<file path="src/rtl/onchip_mem_arbiter.sv">
`default_nettype none
// ============================================================================
// Module      : onchip_mem_arbiter
// Description : Two-master arbiter for a single-port on-chip RAM. Round-robin
//               with per-owner hold limit; optional fixed priority via the
//               ONCHIP_ARB_FIXED_PRI_EN macro (m0 always wins).
// Revision    : 1.0 - initial release
// ============================================================================
module onchip_mem_arbiter #(
    parameter int HOLD = 4
) (
    input  logic        clk,
    input  logic        reset_n,
    // master 0
    input  logic [12:0] m0_address,
    input  logic [3:0]  m0_byteenable,
    input  logic        m0_read,
    input  logic        m0_write,
    input  logic [31:0] m0_writedata,
    output logic        m0_waitrequest,
    output logic        m0_readdatavalid,
    output logic [31:0] m0_readdata,
    // master 1
    input  logic [12:0] m1_address,
    input  logic [3:0]  m1_byteenable,
    input  logic        m1_read,
    input  logic        m1_write,
    input  logic [31:0] m1_writedata,
    output logic        m1_waitrequest,
    output logic        m1_readdatavalid,
    output logic [31:0] m1_readdata,
    // memory side
    output logic [12:0] mem_address,
    output logic [3:0]  mem_byteenable,
    output logic        mem_chipselect,
    output logic        mem_write,
    output logic [31:0] mem_writedata,
    output logic        mem_clken,
    input  logic [31:0] mem_readdata
);

    typedef enum logic [1:0] {
        IDLE = 2'd0,
        OWN0 = 2'd1,
        OWN1 = 2'd2
    } state_t;

    localparam logic [3:0] HOLD_MAX = 4'(HOLD - 1);

    state_t     state_q, state_d;
    logic [3:0] hcnt_q, hcnt_d;
    logic       rr_q, rr_d;
    logic       rd_pend_q, rd_pend_d;
    logic       rd_id_q, rd_id_d;

    logic req0, req1;
    logic arb0, arb1;
    logic gnt0, gnt1;
    logic same_owner;

    assign req0 = m0_read | m0_write;
    assign req1 = m1_read | m1_write;

    // Raw arbitration decision; qualified by reset below.
    always_comb begin
        arb0 = 1'b0;
        arb1 = 1'b0;
`ifdef ONCHIP_ARB_FIXED_PRI_EN
        arb0 = req0;
        arb1 = req1 & ~req0;
`else
        case (state_q)
            OWN0: begin
                if (req0) begin
                    if (req1 && (hcnt_q == HOLD_MAX)) arb1 = 1'b1;
                    else                              arb0 = 1'b1;
                end else begin
                    arb1 = req1;
                end
            end
            OWN1: begin
                if (req1) begin
                    if (req0 && (hcnt_q == HOLD_MAX)) arb0 = 1'b1;
                    else                              arb1 = 1'b1;
                end else begin
                    arb0 = req0;
                end
            end
            default: begin
                if (req0 && req1) begin
                    arb0 = rr_q;
                    arb1 = ~rr_q;
                end else begin
                    arb0 = req0;
                    arb1 = req1;
                end
            end
        endcase
`endif
    end

    // Nothing may be accepted while reset is held, including the edge it asserts.
    assign gnt0 = arb0 & reset_n;
    assign gnt1 = arb1 & reset_n;

    assign same_owner = (gnt0 && (state_q == OWN0)) || (gnt1 && (state_q == OWN1));

    always_comb begin
        state_d   = IDLE;
        hcnt_d    = 4'd0;
        rr_d      = rr_q;
        rd_pend_d = 1'b0;
        rd_id_d   = rd_id_q;
        if (gnt0) begin
            state_d = OWN0;
            rr_d    = 1'b0;
        end else if (gnt1) begin
            state_d = OWN1;
            rr_d    = 1'b1;
        end
        if (same_owner) begin
            hcnt_d = (hcnt_q == HOLD_MAX) ? HOLD_MAX : hcnt_q + 4'd1;
        end
        if ((gnt0 && m0_read && !m0_write) || (gnt1 && m1_read && !m1_write)) begin
            rd_pend_d = 1'b1;
            rd_id_d   = gnt1;
        end
    end

    always_ff @(posedge clk or negedge reset_n) begin
        if (!reset_n) begin
            state_q   <= IDLE;
            hcnt_q    <= 4'd0;
            rr_q      <= 1'b1;
            rd_pend_q <= 1'b0;
            rd_id_q   <= 1'b0;
        end else begin
            state_q   <= state_d;
            hcnt_q    <= hcnt_d;
            rr_q      <= rr_d;
            rd_pend_q <= rd_pend_d;
            rd_id_q   <= rd_id_d;
        end
    end

    always_comb begin
        mem_address    = 13'd0;
        mem_byteenable = 4'd0;
        mem_writedata  = 32'd0;
        if (gnt0) begin
            mem_address    = m0_address;
            mem_byteenable = m0_byteenable;
            mem_writedata  = m0_writedata;
        end else if (gnt1) begin
            mem_address    = m1_address;
            mem_byteenable = m1_byteenable;
            mem_writedata  = m1_writedata;
        end
    end

    assign mem_chipselect   = gnt0 | gnt1;
    assign mem_write        = (gnt0 & m0_write) | (gnt1 & m1_write);
    assign mem_clken        = 1'b1;

    assign m0_waitrequest   = req0 & ~gnt0;
    assign m1_waitrequest   = req1 & ~gnt1;
    assign m0_readdatavalid = rd_pend_q & ~rd_id_q;
    assign m1_readdatavalid = rd_pend_q & rd_id_q;
    assign m0_readdata      = mem_readdata;
    assign m1_readdata      = mem_readdata;

endmodule
`default_nettype wire

</file>
<file path="config.mk">
export PLATFORM = sky130hd
export DESIGN_NAME = onchip_mem_arbiter
export DESIGN_NICKNAME = d
export VERILOG_FILES = /design/src/rtl/onchip_mem_arbiter.sv
export SDC_FILE = /design/constraint.sdc
export NUM_CORES = 1
export LEC_CHECK = 0
export ABC_AREA = 1
export CORE_AREA = 2 2 100 102
export CTS_CLUSTER_DIAMETER = 120
export DETAILED_ROUTE_END_ITERATION = 7
export DIE_AREA = 0 0 102 104
export HOLD_SLACK_MARGIN = 0.02
export PLACE_DENSITY = 0.67
export SLEW_MARGIN = 30
export SYNTH_ARGS = -nofsm -noshare
export SYNTH_HDL_FRONTEND = slang
export SYNTH_SLANG_ARGS = --single-unit
</file>
<file path="constraint.sdc">
create_clock -name clk -period 2 [get_ports clk]
set_clock_uncertainty 0.2 [all_clocks]
set_input_delay 0.3 -clock clk [delete_from_list [all_inputs] [get_ports clk]]
set_output_delay 0.3 -clock clk [all_outputs]
set_load 0.03 [all_outputs]
</file>
# --- Word-level counts from Yosys, hierarchy flattened ---
# Cells that the tools add are included.
totals:
  register_bits: 9
  out_inout_bits: 120
classes:
  addsub: 1
  n_eq_ne: 3
  n_mux: 25
  bitwise: 16
  reduce_logical: 14
op_table:
  columns: ["cell", "n"]
  rows:
  - ["$mux 32", 2]
  - ["$mux 13", 2]
  - ["$mux 4", 4]
  - ["$mux 1", 13]
  - ["$logic_and 1x1->1", 9]
  - ["$and 1x1->1", 8]
  - ["$add 4x1->4 const B", 1]
  - ["$eq 4x2->1 const B", 1]
  - ["$mux 2", 2]
  - ["$not 1->1", 4]
  - ["$or 1x1->1", 4]
  - ["$pmux 1 s2", 2]
  - ["$eq 2x1->1 const B", 1]
  - ["$eq 2x2->1 const B", 1]
  - ["$logic_not 1->1", 2]
  - ["$logic_or 1x1->1", 2]
  - ["$reduce_bool 2->1", 1]

# --- Logic depth before layout (Yosys ltp) ---
# Gate-level depths: netlist of the first run.
depth:
  depth_word: 10
  mapped_depth: 11
  mapped_depth_nobuf: 10

# --- Worst setup path before layout of the first run ---
# OpenSTA, ideal clock, no wires.
synth_timing:
  path_type: "register to output"
  start: "register hcnt_q[0]"
  end: "output port m0_waitrequest"
  arrival_time_ps: 1654
  t_required_ps: 1500
  path_slack_ps: -154
  stages_incl_launch_ff: 10
  cell_sequence: "dfrtp_1 -> ha_1 -> nand2_2 -> nand2_1 -> nand2_1 -> nand3_2 -> nand2_4 -> inv_4 -> buf_4 -> nor2_1"
synth_via:
  elab_chain_cells: 8
synth_rtl:
  columns: ["item", "line", "source"]
  rows:
  - ["from (decl)", "51", "logic [3:0] hcnt_q, hcnt_d;"]
  - ["from (signal assigned)", "139", "hcnt_q <= hcnt_d;"]
  - ["$eq 4x2->1 (*)", "75, 83", null]
  - ["$logic_and 1x1->1, on equally long branches", "83, 75", null]
  - ["$mux 1, on equally long branches", "83, 75", null]
  - ["$mux 1, on equally long branches", "82, 74", null]
  - ["$pmux 1 s2 (*)", "72", "case (state_q)"]
  - ["$and 1x1->1 (*)", "103", "assign gnt0 = arb0 & reset_n;"]
  - ["net gnt0", "58", "logic gnt0, gnt1;"]
  - ["$not 1->1 (*)", "165", "assign m0_waitrequest = req0 & ~gnt0;"]
  - ["$and 1x1->1 (*)", "165", null]
  - ["to (decl)", "20", "output logic m0_waitrequest,"]
# The timed path passes the listed nets; every way through them passes the cells marked *.

# --- Worst setup path in the final report of the first run ---
layout_timing:
  start: "input port m0_write"
  end: "output port mem_writedata[1]"
layout_via:
  elab_chain_cells: 8
layout_rtl:
  columns: ["item", "line", "source"]
  rows:
  - ["from (decl)", "18", "input logic m0_write,"]
  - ["$or 1x1->1 (*)", "61", "assign req0 = m0_read | m0_write;"]
  - ["$logic_and 1x1->1", "83", "if (req0 && (hcnt_q == HOLD_MAX)) arb0 = 1'b1;"]
  - ["$mux 1", "83", null]
  - ["$mux 1", "82", "if (req1) begin"]
  - ["$pmux 1 s2", "72", null]
  - ["$and 1x1->1", "104", "assign gnt1 = arb1 & reset_n;"]
  - ["$mux 32", "154", "end else if (gnt1) begin"]
  - ["$mux 32 (*)", "150", "if (gnt0) begin"]
  - ["to (decl)", "37", "output logic [31:0] mem_writedata,"]
# Every way passes the cells marked *; elsewhere a longest branch is shown, timed or not.

==> results by group, run 1 <==
Floorplan
  – Die Outline Area: 10,600 um2
  – Area of the placeable core: 9550 um2
  – Die Y: 104 um
  – Starting density of the core: 19.1%
  – Overall die width: 102 um
  – Io pins: 256
  – Count of standard-cell rows: 36

Yosys
  – Largest area contributor in the synthesized netlist: sky130_fd_sc_hd__buf_4
  – Seq cells post-synth: 9
  – Number of different library cells in the post-synthesis netlist: 24
  – Fraction of post-synthesis cell area in the top cell type by area: 28.5%
  – Cell types with the largest area share after synthesis: sky130_fd_sc_hd__buf_4, sky130_fd_sc_hd__nand2_1, sky130_fd_sc_hd__nand3_1
  – Number of flops mapped to enable cells by yosys: 0
  – Synthesized netlist net count: 447
  – Sequential cell area fraction in the yosys report: 12.4%
  – Synth Warn #: 0
  – Most numerous cell in the Yosys netlist: sky130_fd_sc_hd__nand2_1
  – Commonest cells in the netlist: sky130_fd_sc_hd__nand2_1, sky130_fd_sc_hd__buf_4, sky130_fd_sc_hd__nand3_1
  – Most instantiated flip-flop cell in the synthesis netlist: sky130_fd_sc_hd__dfrtp_1
  – Post-synthesis cell area: 1820 um2
  – Async SR Flop Fraction: 100%
  – Mean instance size in the synthesized netlist: 5.91 um2
  – Gate count after technology mapping: 308

Clock tree
  – Number of buffers created by CTS: 3
  – Skew-Pair Late Insertion Delay: 0.23 ns
  – Count of clock tree sinks: 9
  – TritonCTS clock tree: done
  – H-tree Lvls: 1
  – Clock-pin slew of the registers on the worst-case setup and hold paths: 0.04 ns
  – CTS Root Buffer Type: sky130_fd_sc_hd__clkbuf_8
  – Cts hold-fix bufs: 0
  – Maximum buffer depth of the clock tree: 2

Setup path
  – Buf+Inv Stages, Crit Path: 5
  – Classification of the worst setup path: in2out
  – Maximum fanout along the worst path: 9
  – Source of the worst register-to-register timing path: hcnt_q[1]$_DFF_PN0_
  – Crit path largest cell delay: 0.32 ns
  – CP max-delay cell: sky130_fd_sc_hd__nor2_1
  – Family of cells with the greatest summed delay on the critical path: simple AND/OR/NAND/NOR gates
  – Worst Setup Start Kind: primary input
  – Endpoint arrival time on the critical path: 1.87 ns
  – Required arrival time at the worst endpoint: 1.50 ns
  – Nature of the critical path endpoint: output pin
  – Timing startpoint of the critical path: m0_write
  – Worst-path cell chain: dlygate4sd2_1, nor2_1, nor2_2, nand2_2, nand3_4, nand2_4, buf_12, inv_16, buf_4, nand2_1, nand2_2, buf_12

Placement
  – Worst slack after detailed placement: -0.422 ns
  – Final weighted congestion in routability-driven placement: 0.768
  – Placed inst area: 3290 um2
  – Number of input and output port buffers inserted: 158
  – DP HPWL: 5780 um

Hold path
  – Min-delay worst type: in2async

GRT
  – GR Util All Layers: 15.1%
  – Via count of the first global-routing pass: 2,502
  – Initial antenna violation count: 0
  – Pin count of the biggest net entering global routing: 21
  – Total gr overflow: 0
  – First-pass GRT wire length: 12,600 um

Drt
  – Average routed wire per standard cell: 15.4 um
  – Post-DR vias/cell: 4.26
  – Count of routing violations after the opening detailed-route iteration: 79
  – Wirelength, routed: 8790 um
  – Vias: 2,428
  – Number of nets still failing antenna checks after routing: 0
  – DRC violations left: 0
  – Number of optimization iterations in the first detailed-route pass: 6

Final layout
  – Diodes inserted: 0
  – Layout overhead on the synthesized area: 132%
  – Number of nets in the finished design: 577
  – Filler cell count in the final layout: 911
  – Fraction of layout instances using a drive strength above 1: 53.8%
  – Post-route design area: 4220 um2

Pwr
  – Cell Int Power: 3.17 mW
  – Clock network power share: 3.4%
  – Net load switching power: 3.13 mW
  – Lkg Pwr: 1.90 nW
  – Final Power: 6.30 mW
  – Portion of total power attributed to combinational logic: 92.2%
  – Peak supply drop: 0.764 mV
  – Sw frac: 49.7%
  – Power density over the cells: 1490 nW/um2
  – Portion of total power attributed to sequential cells: 4.4%

Outcome
  – Violations in the final reports: negative setup slack
  – Result of the run: complete, but fails checks

STA
  – Maximum clock frequency: 422 MHz
  – Tightest hold margin: 0.277 ns
  – Post-route minimum period: 2.37 ns
  – Setup violation total in the final timing report: 53
  – Max Transition Viols Final: 0
  – Final worst setup slack: -0.372 ns
  – Final critical-path share of the clock period: 119%
  – Unrepaired setup endpoints after global routing: true
  – Final hold violations: 0

Run
  – Max-cap viol count: 0
[timing repair]
action	in CTS	in global routing
endpoints found under the setup margin	53	53
pin swaps	5	7
gates cloned	7	2
setup buffers	9	4
gates resized for setup	91	64
[cell families after synthesis]
group	after synthesis	synth area share, %
compound gates	7	2.13
other cells	1	0.206
fa+ha+maj	3	2.06
buf+inv	96	37.1
xor+xnor	2	0.962
simple gates	190	45.1
flops	9	12.4
[final cells by class]
| type | count | area (um2) | share of cell area (%) |
|---|---|---|---|
| well taps | 133 | 166 | 3.94 |
| inverters | 16 | 83.8 | 1.99 |
| repair buffers | 205 | 2330 | 55.2 |
| multi-input cells | 203 | 1370 | 32.4 |
| clock buffers | 4 | 45.0 | 1.07 |
| flip-flops and latches | 9 | 226 | 5.37 |
[state kept, by name, indices dropped and copies added (netlist names)]
| register | cells |
|---|---|
| rd_pend_q | 1 |
| state_q | 2 |
| rr_q | 1 |
| rd_id_q | 1 |
| hcnt_q | 4 |
[layout by cell type, fill, tap and decap left out, drive strengths merged]
cell | synthesis | routed
dfrtp | 8 | 8
conb | 1 | 1
xnor2 | 1 | 1
xor2 | 1 | 1
nand3 | 62 | 62
clkdlybuf4s50 | 0 | 101
clkbuf | 0 | 6
nand2 | 116 | 116
or2 | 1 | 1
dlygate4sd2 | 0 | 4
o21ai | 2 | 2
o22ai | 1 | 1
ha | 3 | 3
a21oi | 3 | 3
a21boi | 1 | 1
inv | 16 | 16
buf | 80 | 98
dfstp | 1 | 1
nor2 | 11 | 11
[per-stage QoR]
step	setup TNS, ns	std cells	util [%]
6_report	-18.11	570	44.2
3_3_place_gp	-19.54	547	34.4
3_5_place_dp	-20.44	547	34.4
2_1_floorplan	-0.0162	308	-
5_1_grt	-23.31	570	44.2
4_1_cts	-17.52	566	41.0
[power groups by stage]
| stage | sequential (mW) | clock [mW] | combinational [mW] |
|---|---|---|---|
| floorplan | 0.262 | 0 | 2.68 |
| global placement | 0.266 | 0 | 4.08 |
| detailed placement | 0.268 | 0 | 4.11 |
| CTS | 0.273 | 0.216 | 5.37 |
| global route | 0.282 | 0.227 | 6.15 |
| finish | 0.277 | 0.211 | 5.81 |
[final timing paths]
check	end	slack, ns	cells past startpoint
max in group asynchronous	rr_q$_DFFE_PN1P_	1.08	2
worst max-delay path	mem_writedata[1]	-0.37	12
worst min-delay path	state_q[0]$_DFF_PN0_	0.28	2
worst min register to register	rr_q$_DFFE_PN1P_	0.34	2
min in group clk	rr_q$_DFFE_PN1P_	0.34	2
worst max register to register	rd_id_q$_DFFE_PN0P_	0.14	12
[per-layer routing]
metal	vias up	GRT usage (%)	routed length [um]
met2	131	28.1	4600
met4	0	5.43	282
li1	1169	-	-
met1	1092	15.9	3230
met3	36	3.70	680
met5	-	0	0
No activity file was read; power rests on OpenSTA's default activity.
==> run 2: changes to the inputs <==
--- a/config.mk
+++ b/config.mk
@@ -6,12 +6,14 @@
 export NUM_CORES = 1
 export LEC_CHECK = 0
 export ABC_AREA = 1
-export CORE_AREA = 2 2 100 102
+export CELL_PAD_IN_SITES_DETAIL_PLACEMENT = 0
+export CELL_PAD_IN_SITES_GLOBAL_PLACEMENT = 2
+export CORE_ASPECT_RATIO = 1.2
+export CORE_UTILIZATION = 10
 export CTS_CLUSTER_DIAMETER = 120
 export DETAILED_ROUTE_END_ITERATION = 7
-export DIE_AREA = 0 0 102 104
 export HOLD_SLACK_MARGIN = 0.02
-export PLACE_DENSITY = 0.67
+export PLACE_DENSITY_LB_ADDON = 0.1
 export SLEW_MARGIN = 30
 export SYNTH_ARGS = -nofsm -noshare
 export SYNTH_HDL_FRONTEND = slang
==> run 2 against run 1 <==
- the flow finishes with violations (design-rule violations, negative setup slack)
- setup slack worse by 0.037 ns
- via count down 0.45%
- global-route usage is 5.3 points lower
- design area rose by 6.3%
- combinational power rose by 4.1%
- power is 6.3% higher
- sequential power up 2%
- critical path depth unchanged
- sequential share of layout area decreased by 0.32 points
- first-iteration DRC count decreased by 15%
- clock power grew 69%
==> results by group, run 2 (same netlist as run 1, synthesis figures left out) <==
Placement
  – Placed Cells: 633 (+16%)
  – Number of input and output port buffers inserted: 158 (unchanged)
  – Final weighted congestion in routability-driven placement: 0.717 (-6.7%)
  – DP HPWL: 7000 um (+21%)

Clock tree
  – Number of buffers created by CTS: 3 (unchanged)
  – H-tree Lvls: 1 (unchanged)
  – Maximum buffer depth of the clock tree: 2 (unchanged)
  – CTS Root Buffer Type: sky130_fd_sc_hd__clkbuf_16
  – Skew-Pair Late Insertion Delay: 0.24 ns (about the same)
  – Count of clock tree sinks: 9 (unchanged)
  – Clock-pin slew of the registers on the worst-case setup and hold paths: 0.04 ns (about the same)
  – TritonCTS clock tree: done

Floorplan
  – Die Y: 150 um (+44%)
  – Io pins: 256 (unchanged)
  – Area of the placeable core: 17,600 um2 (+85%)
  – Count of standard-cell rows: 53 (+47%)
  – Starting density of the core: 10.3% (-8.7 points)
  – Overall die width: 125 um (+23%)
  – Die Outline Area: 18,800 um2 (+77%)

Final layout
  – Diodes inserted: 0 (unchanged)
  – Top library cells by usage in the layout, fill and taps aside: sky130_fd_sc_hd__clkdlybuf4s50_1, sky130_fd_sc_hd__buf_6, sky130_fd_sc_hd__nand2_2
  – Final Core Density: 25.4% (-19 points)
  – Max reg flops: 4 (unchanged)
  – Top Registers: hcnt_q: 4 flops, state_q: 2 flops
  – Final cell count without fillers: 664 (+16%)
  – Most flops, register: hcnt_q
  – Leading cell type in the layout, fill and taps excluded: sky130_fd_sc_hd__clkdlybuf4s50_1
  – Layout overhead on the synthesized area: 146%
  – Fraction of layout instances using a drive strength above 1: 52.9% (-0.85 points)
  – Number of nets in the finished design: 584 (+1.2%)

Pwr
  – Lkg Pwr: 1.99 nW (+4.7%)
  – Peak supply drop: 0.551 mV (-28%)
  – Power density over the cells: 1490 nW/um2 (about the same)
  – Final Power: 6.69 mW (+6.3%)

Setup path
  – Reg2Reg Depth: 8 (-4)
  – Worst Setup Start Kind: flip-flop
  – Endpoint arrival time on the critical path: 1.91 ns (+0.04 ns)
  – Source of the worst register-to-register timing path: state_q[1]$_DFF_PN0_
  – FF-to-FF End: hcnt_q[0]$_DFF_PN0_
  – Setup slack of the worst register-to-register path: 0.20 ns (+0.06 ns)
  – Maximum fanout along the worst path: 8 (-1)
  – Required arrival time at the worst endpoint: 1.50 ns (about the same)
  – Nature of the critical path endpoint: output pin
  – Classification of the worst setup path: reg2out

STA
  – Maximum clock frequency: 415 MHz (-1.5%)
  – Final critical-path share of the clock period: 120% (+1.8 points)
  – Setup violation total in the final timing report: 53 (unchanged)
  – Post-route minimum period: 2.41 ns (+0.0370 ns)
  – Max Transition Viols Final: 0 (unchanged)
  – Final hold violations: 0 (unchanged)
  – Unrepaired setup endpoints after global routing: true
  – Total Neg Setup Slack: -19.13 ns (-1.02 ns)
  – Final worst setup slack: -0.409 ns (-0.0370 ns)

GRT
  – Initial antenna violation count: 0 (unchanged)
  – Pin count of the biggest net entering global routing: 22 (+4.8%)
  – Via count of the first global-routing pass: 2,546 (+1.8%)
  – GR Util All Layers: 9.75% (-5.3 points)
  – First-pass GRT wire length: 13,900 um (+11%)
  – Total gr overflow: 0 (unchanged)

Drt
  – Number of optimization iterations in the first detailed-route pass: 8 (+2)
  – Number of nets still failing antenna checks after routing: 0 (unchanged)
  – DRC violations left: 16 (+16)
  – Post-DR vias/cell: 3.64 (-15%)
  – Count of routing violations after the opening detailed-route iteration: 67 (-15%)
  – Wirelength, routed: 10,100 um (+15%)
  – Average routed wire per standard cell: 15.3 um (-1.1%)
  – Vias: 2,417 (-0.45%)

Hold path
  – Min-delay worst type: in2async

Run
  – Max-cap viol count: 0 (unchanged)

Outcome
  – Violations in the final reports: design-rule violations, negative setup slack
  – Result of the run: complete, but fails checks
==> run 2: cell types whose count changed in the layout (fill, tap and decap cells not counted), sizes merged <==
cell    before  now
buf         98  100
inv         16   15
clkbuf       6    9
clkinv       0    3
==> run 2: power by group <==
group	leakage (nW)	internal [mW]	total (mW)	switching [mW]
combinational	1.83	2.89	6.05	3.16
clock	0.0409	0.264	0.356	0.0918
sequential	0.119	0.238	0.283	0.0453
==> run 2: cell type report <==
cell class,count,area (um2)
clock buffer,3,75.1
clock inverter,1,5.00
fill,1960,13200
inverter,16,77.6
multi-input combinational,203,1420
sequential,9,226
tap,220,275
timing repair buffer,211,2400
timing repair inverter,1,8.76
==> run 2: worst max-delay path, cell delays in order (launching register included) <==
cell and delay (ns):
sky130_fd_sc_hd__dfrtp_1 0.41, sky130_fd_sc_hd__ha_4 0.20, sky130_fd_sc_hd__nand2_4 0.08, sky130_fd_sc_hd__nand2_2 0.05
sky130_fd_sc_hd__nand2_2 0.08, sky130_fd_sc_hd__nand3_4 0.08, sky130_fd_sc_hd__nand2_4 0.09, sky130_fd_sc_hd__buf_6 0.10
sky130_fd_sc_hd__buf_6 0.12, sky130_fd_sc_hd__clkbuf_16 0.16, sky130_fd_sc_hd__nand3_1 0.10, sky130_fd_sc_hd__nand2_2 0.07
sky130_fd_sc_hd__buf_6 0.12
==> run 2: layer usage <==
| metal | wire (um) | share of wire [%] | GRT usage [%] |
|---|---|---|---|
| met1 | 3540 | 35 | 10.0 |
| met2 | 5740 | 57 | 19.2 |
| met3 | 702 | 6.9 | 2.72 |
| met4 | 149 | 1.5 | 2.56 |
| met5 | 0 | 0 | 0 |
==> run 2: worst max-delay path by stage <==
stage	end	slack, ns	startpoint	cells after the start
final	mem_writedata[21]	-0.41	hcnt_q[0]$_DFF_PN0_	12
after global placement	m0_waitrequest	-0.54	m0_write	10
after CTS	mem_address[9]	-0.42	hcnt_q[1]$_DFF_PN0_	12
after floorplan	m0_waitrequest	-0.02	hcnt_q[0]$_DFF_PN0_	9
after global routing	mem_writedata[14]	-0.48	hcnt_q[0]$_DFF_PN0_	12
after detailed placement	mem_address[4]	-0.51	m0_write	11
==> run 2: timing repair <==
action,4_1_cts,5_1_grt
hold buffers,0,0
endpoints found under the hold margin,0,0
pin swaps,30,29
gates cloned,6,8
setup buffers,11,3
endpoints found under the setup margin,53,53
resized for setup,115,43
==> run 2: stage by stage <==
stage	worst slack (ns)	hold WS (ns)	instance area, um2
4_1_cts	-0.424	0.351	4140
3_5_place_dp	-0.511	0.341	3350
6_report	-0.409	0.338	4480
2_1_floorplan	-0.0162	-0.196	1950
5_1_grt	-0.480	0.359	4480
3_3_place_gp	-0.541	0.333	3350
==> run 3: changes to the inputs <==
--- a/config.mk
+++ b/config.mk
@@ -5,12 +5,11 @@
 export SDC_FILE = /design/constraint.sdc
 export NUM_CORES = 1
 export LEC_CHECK = 0
-export ABC_AREA = 1
 export CELL_PAD_IN_SITES_DETAIL_PLACEMENT = 0
 export CELL_PAD_IN_SITES_GLOBAL_PLACEMENT = 2
 export CORE_ASPECT_RATIO = 1.2
 export CORE_UTILIZATION = 10
-export CTS_CLUSTER_DIAMETER = 120
+export CTS_CLUSTER_DIAMETER = 150
 export DETAILED_ROUTE_END_ITERATION = 7
 export HOLD_SLACK_MARGIN = 0.02
 export PLACE_DENSITY_LB_ADDON = 0.1
==> constraint.sdc (replaced) <==
create_clock -name clk -period 2.6 [get_ports clk]
set_clock_uncertainty 0.2 [all_clocks]
set_input_delay 0.39 -clock clk [delete_from_list [all_inputs] [get_ports clk]]
set_output_delay 0.39 -clock clk [all_outputs]
set_load 0.03 [all_outputs]
==> run 3 against run 2 <==
- the flow finishes with violations (negative setup slack)
- largest cell class unchanged
- setup slack better by 0.068 ns
- routed wire length down 32%
- register-to-register slack better by 0.04 ns
- clock power down 24%
- count of clock-buffer cells in the layout up 1
- cell count down 24%
- hold slack worse by 0.019 ns
- utilization down 4.9 points
- power down 42%
- sequential power down 24%
==> results by group, run 3 <==
Drt
  – Post-DR vias/cell: 3.44 (-5.5%)
  – Vias: 1,737 (-28%)
  – Top routing layer in use: met4
  – Total met3 wirelength after detailed routing: 666 um (-5.1%)
  – Number of nets still failing antenna checks after routing: 0 (unchanged)
  – WL met2: 3620 um (-37%)
  – Wirelength, routed: 6840 um (-32%)
  – Average routed wire per standard cell: 13.5 um (-11%)
  – DRC violations left: 0 (-16)
  – Number of optimization iterations in the first detailed-route pass: 3 (-5)
  – Routed met1 length: 2350 um (-34%)
  – Count of routing violations after the opening detailed-route iteration: 15 (-78%)

GRT
  – First-pass GRT wire length: 9740 um (-30%)
  – Total gr overflow: 0 (unchanged)
  – GR Util All Layers: 7.33% (-2.4 points)
  – Via count of the first global-routing pass: 1,759 (-31%)
  – Initial antenna violation count: 0 (unchanged)
  – Pin count of the biggest net entering global routing: 52 (+140%)

Clock tree
  – Maximum buffer depth of the clock tree: 2 (unchanged)
  – Number of buffers created by CTS: 3 (unchanged)
  – CTS Root Buffer Type: sky130_fd_sc_hd__clkbuf_16
  – Skew-Pair Late Insertion Delay: 0.23 ns (about the same)
  – Clock-pin slew of the registers on the worst-case setup and hold paths: 0.04 ns (about the same)
  – H-tree Lvls: 1 (unchanged)
  – TritonCTS clock tree: done
  – Count of clock tree sinks: 9 (unchanged)

Pwr
  – Portion of total power attributed to sequential cells: 5.5% (+1.3 points)
  – Peak supply drop: 0.488 mV (-11%)
  – Clock network power share: 6.9% (+1.6 points)
  – Lkg Pwr: 1.33 nW (-33%)
  – Final Power: 3.89 mW (-42%)
  – Sw frac: 49.8% (+0.47 points)
  – Portion of total power attributed to combinational logic: 87.6% (-2.9 points)
  – Power density over the cells: 1200 nW/um2 (-19%)
  – Net load switching power: 1.94 mW (-41%)
  – Cell Int Power: 1.96 mW (-42%)

Final layout
  – Most flops, register: hcnt_q
  – Leading cell type in the layout, fill and taps excluded: sky130_fd_sc_hd__clkdlybuf4s50_1
  – Diodes inserted: 0 (unchanged)
  – Layout overhead on the synthesized area: 98.2%
  – Top library cells by usage in the layout, fill and taps aside: sky130_fd_sc_hd__clkdlybuf4s50_1, sky130_fd_sc_hd__a22o_1, sky130_fd_sc_hd__buf_4
  – Max reg flops: 4 (unchanged)
  – Area occupied by multi-input gates: 836 um2 (-41%)
  – Fraction of layout instances using a drive strength above 1: 34.3% (-19 points)
  – Area used by sequential logic in the layout: 226 um2 (unchanged)
  – Number of nets in the finished design: 437 (-25%)
  – Top Registers: hcnt_q: 4 flops, state_q: 2 flops
  – Filler cell count in the final layout: 1,779 (-9.2%)

Placement
  – DP HPWL: 5710 um (-18%)
  – Number of input and output port buffers inserted: 158 (unchanged)
  – Final weighted congestion in routability-driven placement: 0.680 (-5.1%)

Floorplan
  – Overall die width: 119 um (-5.3%)
  – Io pins: 256 (unchanged)
  – Die Outline Area: 16,800 um2 (-10%)
  – Area of the placeable core: 15,800 um2 (-11%)
  – Starting density of the core: 10.3% (+0.021 points)
  – Count of standard-cell rows: 50 (-5.7%)
  – Die Y: 142 um (-5.3%)

STA
  – Final worst setup slack: -0.341 ns (+0.0683 ns)
  – Final hold violations: 0 (unchanged)
  – Post-route minimum period: 2.94 ns
  – Maximum clock frequency: 340 MHz
  – Tightest hold margin: 0.320 ns (-0.0186 ns)
  – Max Transition Viols Final: 0 (unchanged)
  – Setup violation total in the final timing report: 53 (unchanged)
  – Final critical-path share of the clock period: 113%
  – Unrepaired setup endpoints after global routing: true

Yosys
  – Post-synthesis cell area: 1630 um2 (-10%)
  – Sequential cell area fraction in the yosys report: 13.9% (+1.5 points)
  – Async SR Flop Fraction: 100% (unchanged)
  – Number of flops mapped to enable cells by yosys: 0 (unchanged)
  – Mean instance size in the synthesized netlist: 8.86 um2 (+50%)
  – Seq cells post-synth: 9 (unchanged)
  – Synthesized netlist net count: 323 (-28%)
  – Synth Warn #: 0 (unchanged)
  – Gate count after technology mapping: 184 (-40%)
  – Cell types with the largest area share after synthesis: sky130_fd_sc_hd__buf_4, sky130_fd_sc_hd__a22o_1, sky130_fd_sc_hd__dfrtp_1
  – Largest area contributor in the synthesized netlist: sky130_fd_sc_hd__buf_4
  – Most numerous cell in the Yosys netlist: sky130_fd_sc_hd__buf_4
  – Number of different library cells in the post-synthesis netlist: 37 (+54%)
  – Fraction of post-synthesis cell area in the top cell type by area: 29.9% (+1.5 points)
  – Commonest cells in the netlist: sky130_fd_sc_hd__buf_4, sky130_fd_sc_hd__a22o_1, sky130_fd_sc_hd__buf_6, sky130_fd_sc_hd__nor2_1, sky130_fd_sc_hd__dfrtp_1
  – Most instantiated flip-flop cell in the synthesis netlist: sky130_fd_sc_hd__dfrtp_1

Setup path
  – Setup slack of the worst register-to-register path: 0.24 ns (+0.04 ns)
  – FF-to-FF End: rd_pend_q$_DFF_PN0_
  – Maximum fanout along the worst path: 4 (-4)
  – Worst Setup Start Kind: flip-flop
  – Nature of the critical path endpoint: output pin
  – Source of the worst register-to-register timing path: hcnt_q[1]$_DFF_PN0_
  – Classification of the worst setup path: reg2out
  – Reg2Reg Depth: 9 (+1)
  – Required arrival time at the worst endpoint: 2.01 ns (+0.51 ns)
  – Endpoint arrival time on the critical path: 2.35 ns (+0.44 ns)

Hold path
  – WHS Endpoint: rd_id_q$_DFFE_PN0P_
  – Number of cells on the worst hold path: 1
  – Min-delay worst type: reg2reg
  – Hold Crit Start: rd_id_q$_DFFE_PN0P_

Outcome
  – Violations in the final reports: negative setup slack
  – Result of the run: complete, but fails checks

Run
  – Max-cap viol count: 0 (unchanged)
==> run 3: area by class of cell <==
cell class,instances,area share (%)
timing repair buffer,185,56.2
inverter,4,0.465
tap,208,8.06
sequential,9,7.01
clock buffer,4,2.44
multi-input combinational,95,25.9
==> run 3: layer usage <==
| metal | global-route usage [%] | vias up |
|---|---|---|
| met3 | 1.65 | 23 |
| met1 | 7.54 | 785 |
| met2 | 14.0 | 94 |
| li1 | - | 835 |
| met5 | 0 | - |
| met4 | 3.40 | 0 |
==> run 3: cells by family after synthesis <==
kind of cell / Yosys count / share of synthesized area [%]
compound gates: 58 / 31.3
xor+xnor: 1 / 0.537
flops: 9 / 13.9
fa+ha+maj: 3 / 2.30
other cells: 1 / 0.230
buf+inv: 80 / 37.6
simple gates: 32 / 14.1
==> run 3: stage by stage <==
step | TNS, ns | utilization (%) | cell area, um2 | instances | setup slack (ns)
floorplan | 0 | - | 1640 | 184 | 0.00162
global placement | -13.64 | 18.9 | 2980 | 498 | -0.291
detailed placement | -13.65 | 18.9 | 2980 | 498 | -0.298
CTS | -15.23 | 20.3 | 3190 | 503 | -0.330
global route | -20.69 | 20.5 | 3230 | 505 | -0.431
finish | -14.62 | 20.5 | 3230 | 505 | -0.341
==> run 3: how the worst max path moves through the flow <==
stage | startpoint | to | slack, ns | depth (start not counted)
finish | hcnt_q[1]$_DFF_PN0_ | mem_address[7] | -0.34 | 9
global route | hcnt_q[0]$_DFF_PN0_ | mem_address[7] | -0.43 | 9
CTS | hcnt_q[1]$_DFF_PN0_ | mem_address[12] | -0.33 | 8
detailed placement | m1_read | mem_writedata[27] | -0.30 | 9
global placement | m1_write | mem_byteenable[0] | -0.29 | 8
floorplan | state_q[0]$_DFF_PN0_ | m1_waitrequest | 0.002 | 6
==> run 3: power by group through the flow <==
| stage | Clock (mW) | Sequential [mW] | Combinational, mW |
|---|---|---|---|
| after floorplan | 0 | 0.207 | 2.17 |
| after global placement | 0 | 0.214 | 3.23 |
| after detailed placement | 0 | 0.213 | 3.19 |
| after CTS | 0.277 | 0.216 | 3.43 |
| after global routing | 0.283 | 0.222 | 3.61 |
| final | 0.269 | 0.215 | 3.41 |
==> run 3: what timing repair did <==
item,in CTS,in global routing
resized for setup,33,5
hold buffers,0,0
endpoints found under the setup margin,53,53
pin swaps,2,6
buffers inserted,1,2
==> run 3: worst max-delay path: stages (launching register included) <==
cell,delay [ns]
sky130_fd_sc_hd__dfrtp_1,0.34
sky130_fd_sc_hd__ha_2,0.19
sky130_fd_sc_hd__or3b_4,0.42
sky130_fd_sc_hd__o311a_4,0.41
sky130_fd_sc_hd__nand3_4,0.10
sky130_fd_sc_hd__nor2_4,0.06
sky130_fd_sc_hd__buf_4,0.15
sky130_fd_sc_hd__buf_6,0.12
sky130_fd_sc_hd__a22o_1,0.19
sky130_fd_sc_hd__buf_6,0.14
